## config.mk

```make
export PLATFORM = sky130hd
export DESIGN_NAME = fpalu_share_arb
export DESIGN_NICKNAME = d
export VERILOG_FILES = /design/src/rtl/fpalu_share_arb.sv
export SDC_FILE = /design/constraint.sdc
export NUM_CORES = 1
export LEC_CHECK = 0
export CAP_MARGIN = 20
export CORE_AREA = 5 5 144 146
export DETAILED_ROUTE_END_ITERATION = 6
export DIE_AREA = 0 0 149 151
export HOLD_SLACK_MARGIN = 0.15
export PLACE_DENSITY = 0.67
export SKIP_CTS_REPAIR_TIMING = 1
export SLEW_MARGIN = 20
export SYNTH_ARGS = -nofsm -noshare
export SYNTH_HDL_FRONTEND = slang
export SYNTH_SLANG_ARGS = --single-unit
```

## constraint.sdc

```tcl
create_clock -name clk -period 7.06 [get_ports clk]
set_clock_uncertainty 0.05 [all_clocks]
set_input_delay 1.765 -clock clk [delete_from_list [all_inputs] [get_ports clk]]
set_output_delay 1.765 -clock clk [all_outputs]
set_load 0.005 [all_outputs]
```

## src/rtl/fpalu_share_arb.sv

```systemverilog
// Shares one pipelined FPALU among NREQ requesters: round-robin issue with optional lock
// ownership, registered operand port, and a tag pipe that returns each result to its issuer.
module fpalu_share_arb #(
    parameter int NREQ    = 4,
    parameter int LAT     = 5,
    parameter int W       = 29,
    parameter int MAXLOCK = 64
) (
    input  logic                clk,
    input  logic                rst_n,
    input  logic                hold,
    input  logic [NREQ-1:0]     req_valid,
    input  logic [NREQ-1:0]     req_lock,
    input  logic [2*NREQ-1:0]   req_op,
    input  logic [W*NREQ-1:0]   req_a,
    input  logic [W*NREQ-1:0]   req_b,
    output logic [NREQ-1:0]     req_ready,
    output logic                alu_issue,
    output logic [1:0]          alu_opcode,
    output logic [W-1:0]        alu_a,
    output logic [W-1:0]        alu_b,
    input  logic [W-1:0]        alu_y,
    output logic [NREQ-1:0]     rsp_valid,
    output logic [W-1:0]        rsp_y,
    output logic                busy,
    output logic [2:0]          grant_id
);
    localparam int ID_W  = (NREQ > 1) ? $clog2(NREQ) : 1;
    localparam int CNT_W = $clog2(MAXLOCK + 1);
    localparam logic [CNT_W-1:0] CNT_MAX = CNT_W'(MAXLOCK);
    localparam logic [ID_W-1:0]  ID_LAST = ID_W'(NREQ - 1);

    function automatic logic [NREQ-1:0] id_onehot(input logic [ID_W-1:0] id);
        id_onehot = {{(NREQ-1){1'b0}}, 1'b1} << id;
    endfunction

    logic [ID_W-1:0]  grant_id_r;
    logic [ID_W-1:0]  owner_id_r;
    logic             owner_valid_r;
    logic [CNT_W-1:0] lock_cnt_r;
    logic             alu_issue_r;
    logic [1:0]       alu_opcode_r;
    logic [W-1:0]     alu_a_r;
    logic [W-1:0]     alu_b_r;
    logic [LAT-1:0]   tag_valid_r;
    logic [ID_W-1:0]  tag_id_r [LAT];
    logic             busy_r;

    logic             lock_active_s;
    logic             others_valid_s;
    logic             rr_found_s;
    logic             xfer_s;
    logic [ID_W-1:0]  rr_cand_s;
    logic [ID_W-1:0]  rr_win_s;
    logic [ID_W-1:0]  win_s;
    logic             owner_valid_n_s;
    logic [ID_W-1:0]  owner_id_n_s;
    logic [CNT_W-1:0] lock_cnt_n_s;
    logic [LAT-1:0]   tag_valid_n_s;

    // Lock qualification of the current owner and contention from everybody else
    always_comb begin
        lock_active_s  = owner_valid_r & req_lock[owner_id_r] & (lock_cnt_r < CNT_MAX);
        others_valid_s = |(req_valid & ~id_onehot(owner_id_r));
    end

    // Round-robin search starting one past the last granted requester
    always_comb begin
        rr_found_s = 1'b0;
        rr_win_s   = {ID_W{1'b0}};
        rr_cand_s  = {ID_W{1'b0}};
        for (int k = 1; k <= NREQ; k++) begin
            rr_cand_s = ID_W'((int'(grant_id_r) + k) % NREQ);
            if (!rr_found_s && req_valid[rr_cand_s]) begin
                rr_found_s = 1'b1;
                rr_win_s   = rr_cand_s;
            end else begin
                rr_found_s = rr_found_s;
            end
        end
    end

    // Winner selection: an active lock starves everyone else, bubbles included
    always_comb begin
        xfer_s = 1'b0;
        win_s  = rr_win_s;
        if (!rst_n || hold) begin
            xfer_s = 1'b0;
        end else if (lock_active_s) begin
            xfer_s = req_valid[owner_id_r];
            win_s  = owner_id_r;
        end else begin
            xfer_s = rr_found_s;
        end
        req_ready = xfer_s ? id_onehot(win_s) : {NREQ{1'b0}};
    end

    // Next owner and lock counter; an expired lock gets one round-robin cycle then restarts
    always_comb begin
        owner_valid_n_s = 1'b0;
        owner_id_n_s    = owner_id_r;
        lock_cnt_n_s    = lock_cnt_r;
        if (xfer_s) begin
            owner_valid_n_s = req_lock[win_s];
            owner_id_n_s    = win_s;
        end else if (lock_active_s || (hold && owner_valid_r && req_lock[owner_id_r])) begin
            owner_valid_n_s = owner_valid_r;
        end else begin
            owner_valid_n_s = 1'b0;
        end
        if (!owner_valid_n_s || !owner_valid_r || (owner_id_n_s != owner_id_r)) begin
            lock_cnt_n_s = {CNT_W{1'b0}};
        end else if (!hold && !lock_active_s) begin
            lock_cnt_n_s = {CNT_W{1'b0}};
        end else if (others_valid_s && (lock_cnt_r < CNT_MAX)) begin
            lock_cnt_n_s = lock_cnt_r + CNT_W'(1);
        end else begin
            lock_cnt_n_s = lock_cnt_r;
        end
    end

    // Tag pipe advance: stage 0 takes whatever is on the ALU port this cycle
    always_comb begin
        tag_valid_n_s = (tag_valid_r << 1) | LAT'(alu_issue_r);
    end

    // Arbitration state and registered FPALU operand port
    always_ff @(posedge clk) begin
        if (!rst_n) begin
            grant_id_r    <= ID_LAST;
            owner_valid_r <= 1'b0;
            owner_id_r    <= {ID_W{1'b0}};
            lock_cnt_r    <= {CNT_W{1'b0}};
            alu_issue_r   <= 1'b0;
            alu_opcode_r  <= 2'b00;
            alu_a_r       <= {W{1'b0}};
            alu_b_r       <= {W{1'b0}};
        end else begin
            owner_valid_r <= owner_valid_n_s;
            owner_id_r    <= owner_id_n_s;
            lock_cnt_r    <= lock_cnt_n_s;
            alu_issue_r   <= xfer_s;
            if (xfer_s) begin
                grant_id_r   <= win_s;
                alu_opcode_r <= req_op[2*int'(win_s) +: 2];
                alu_a_r      <= req_a[W*int'(win_s) +: W];
                alu_b_r      <= req_b[W*int'(win_s) +: W];
            end else begin
                grant_id_r   <= grant_id_r;
                alu_opcode_r <= alu_opcode_r;
                alu_a_r      <= alu_a_r;
                alu_b_r      <= alu_b_r;
            end
        end
    end

    // Tag pipe and busy flag; reset drops every in-flight tag
    always_ff @(posedge clk) begin
        if (!rst_n) begin
            tag_valid_r <= {LAT{1'b0}};
            for (int i = 0; i < LAT; i++) begin
                tag_id_r[i] <= {ID_W{1'b0}};
            end
            busy_r <= 1'b0;
        end else begin
            tag_valid_r <= tag_valid_n_s;
            tag_id_r[0] <= grant_id_r;
            for (int i = 1; i < LAT; i++) begin
                tag_id_r[i] <= tag_id_r[i-1];
            end
            busy_r <= xfer_s | (|tag_valid_n_s);
        end
    end

    assign alu_issue  = alu_issue_r;
    assign alu_opcode = alu_opcode_r;
    assign alu_a      = alu_a_r;
    assign alu_b      = alu_b_r;
    assign busy       = busy_r;
    assign grant_id   = 3'(grant_id_r);
    assign rsp_y      = alu_y;
    assign rsp_valid  = (rst_n && tag_valid_r[LAT-1]) ? id_onehot(tag_id_r[LAT-1]) : {NREQ{1'b0}};

endmodule

```

==> out/metrics.yaml <==
status: "finished, final reports clean"
drtIter0Drc: 204
yosys_register_bits: 89
critPathRequiredTime_ps: 5250
hold_violations: 0
tns_ps: 0
clock-sinks: 89
multiInputGateArea_mm2: 0.00308
start_util: 0.279
cp_slowest_cell: "clkdlybuf4s50_1"
fin_nets: 1128
final_layout_size_suffix_gt1_frac: 0.0634
drt_wl_total_um: 21000
vias: 5515
antenna_found_initial: 0
yosys-top-cells-area: "dfxtp_1 33%, mux2i_1 12%, a211oi_1 8.6%, a2111oi_1 7.4%, and3_1 7.4%"
min_period_ps: 5930
core_mm2: 0.0193
boundaryPins: 382
setup_viol: 0
design_area_mm2: 0.00885
cts-buffers-inserted: 9
grt_max_degree: 68
netlist.area_leader.share: 0.331
max_cap_viol_count: 0
numPortBuffers: 322
clk_latency_ps: 340
finalPower_uw: 1550
n_antenna_cell: 0
path_max_fanout: 4
yosysWarnings: 0
grt_pass1_vias: 5520
cts.clk_slew.worst_paths_ps: 70
synth_cells: 590
cts_tree: "done"
power_density_mw_per_mm2: 175
routabilityCongestion: 0.766
die_height_um: 151
synth_common_cells: "89 x dfxtp_1, 79 x nor2_1, 64 x and3_1"
register_area_mm2: 0.00178
grt_pass1_wl_um: 31500
rsz0062_at_grt: "no"
overflow: 0
yosysSeqAreaShare: 0.331
std_cell_rows: 51
cp-start-kind: "primary input"
cts_max_path_buffers: 2
crit_type: "in -> out"
post_dp_cell_area_mm2: 0.00853
wire_per_inst_um: 18.8
timing.hold.ws_ps: 388
drc: 0
fillers: 1878
hp-class: "reg -> reg"
viasPerCell: 4.94
synth_edf_count: 0
synth_ff_type: "dfxtp_1"
worst_path_largest_cell_delay_ps: 520
area_delta_synth_final_pct: 64.3
h-tree-depth: 3
crit_top_cell: "clkdlybuf4s50_1"
end_kind: "output port"
yosys.area.top_type: "dfxtp_1"
irDropWorstVdd_mv: 0.112
die-width_um: 149
syn_area_mm2: 0.00538
final_antenna_net_count: 0
async_reset_ff_frac: 0
dpl_worst_slack_ps: 1160
fmax_mhz: 169
hpwl_um: 15300
leakagePower_uw: 0.00332
syn_nets: 871
worst_ep_arrival_time_ps: 4120
synth.most_common_cell: "dfxtp_1"
drtPass1Iterations: 4
grt_usage: 0.177
die_area_mm2: 0.0225
slew_headroom: 0.296
path_cells: "clkdlybuf4s50_1 -> mux2_4 -> a22o_1 -> a221o_2 -> and2_1 -> nor2_1 -> clkdlybuf4s50_1"
yosysUniqueCellTypes: 48
syn_area_per_cell_um2: 9.13
worst_slew_pin_slew_ps: 1050
final.period_utilization: 0.840
fin_ws_ps: 1130
drv_slew: 0
root_buffer: "clkbuf_16"
[layout make-up]
type / count / share of cell area
Clock buffer: 9 / 0.0255
Clock inverter: 7 / 0.0107
Inverter: 6 / 0.00255
Multi-Input combinational cell: 409 / 0.348
Sequential cell: 89 / 0.201
Tap cell: 265 / 0.0375
Timing Repair Buffer: 332 / 0.374
[cell usage in the layout (no fill, tap or decap), types with 4 or more instances in the layout]
| cell type | n |
|---|---|
| a2111oi_1 | 40 |
| a2111oi_2 | 17 |
| a211oi_1 | 62 |
| and2_1 | 17 |
| and3_1 | 64 |
| buf_4 | 9 |
| clkbuf_16 | 9 |
| clkdlybuf4s50_1 | 322 |
| dfxtp_1 | 89 |
| inv_1 | 5 |
| mux2i_1 | 63 |
| nand2_1 | 7 |
| nand2b_1 | 7 |
| nand3_1 | 5 |
| nor2_1 | 79 |
| nor3_1 | 5 |
| xor2_1 | 4 |
[critical path, delay by kind of cell]
kind | cells | cell delay (ps)
buf+inv | 2 | 960
mux | 1 | 320
simple gates | 2 | 320
compound gates | 2 | 750
[kinds of logic after synthesis]
family / share of synthesized area
other: 0.000697
AO/OA/AOI/OAI: 0.240
AND/OR/NAND/NOR: 0.191
adder cells (fa/ha/maj): 0.00232
XOR/XNOR: 0.00813
flip-flops: 0.331
buffers and inverters: 0.101
multiplexers: 0.126
[through the flow]
step	std cells	util
global route	1117	0.459
finish	1117	0.459
detailed placement	1101	0.442
CTS	1117	0.459
global placement	1101	0.442
floorplan	590	-
[power by group]
| group | switching, µW | internal [µW] |
|---|---|---|
| combinational | 203 | 278 |
| sequential | 19.5 | 537 |
| clock | 227 | 286 |
| total | 450 | 1100 |
[state kept, by name (all words and copies together), names as in the netlist]
| name | cells |
|---|---|
| alu_a | 29 |
| alu_b | 29 |
| alu_issue | 1 |
| alu_opcode | 2 |
| busy | 1 |
| grant_id_r | 2 |
| lock_cnt_r | 7 |
| owner_id_r | 2 |
| owner_valid_r | 1 |
| tag_id_r | 10 |
| tag_valid_r | 5 |
[path summary, 6_finish.rpt]
path                       start              to  slack (ps)  cells after the start
setup / recovery     req_lock[0]    req_ready[3]        1130                      7
hold / removal    tag_id_r[0][3]  tag_id_r[0][5]         390                      1
setup reg to reg   owner_id_r[1]       alu_a[10]        3420                      7
hold reg to reg   tag_id_r[0][3]  tag_id_r[0][5]         390                      1
[layer usage]
metal | GRT usage | part of all wire | up-vias
met5 | 0 | 0 | -
met4 | 0.0449 | 0.013 | 0
met3 | 0.0497 | 0.082 | 20
met2 | 0.295 | 0.47 | 212
met1 | 0.227 | 0.44 | 2570
li1 | - | - | 2713
Power figures use the tool's default switching activity.
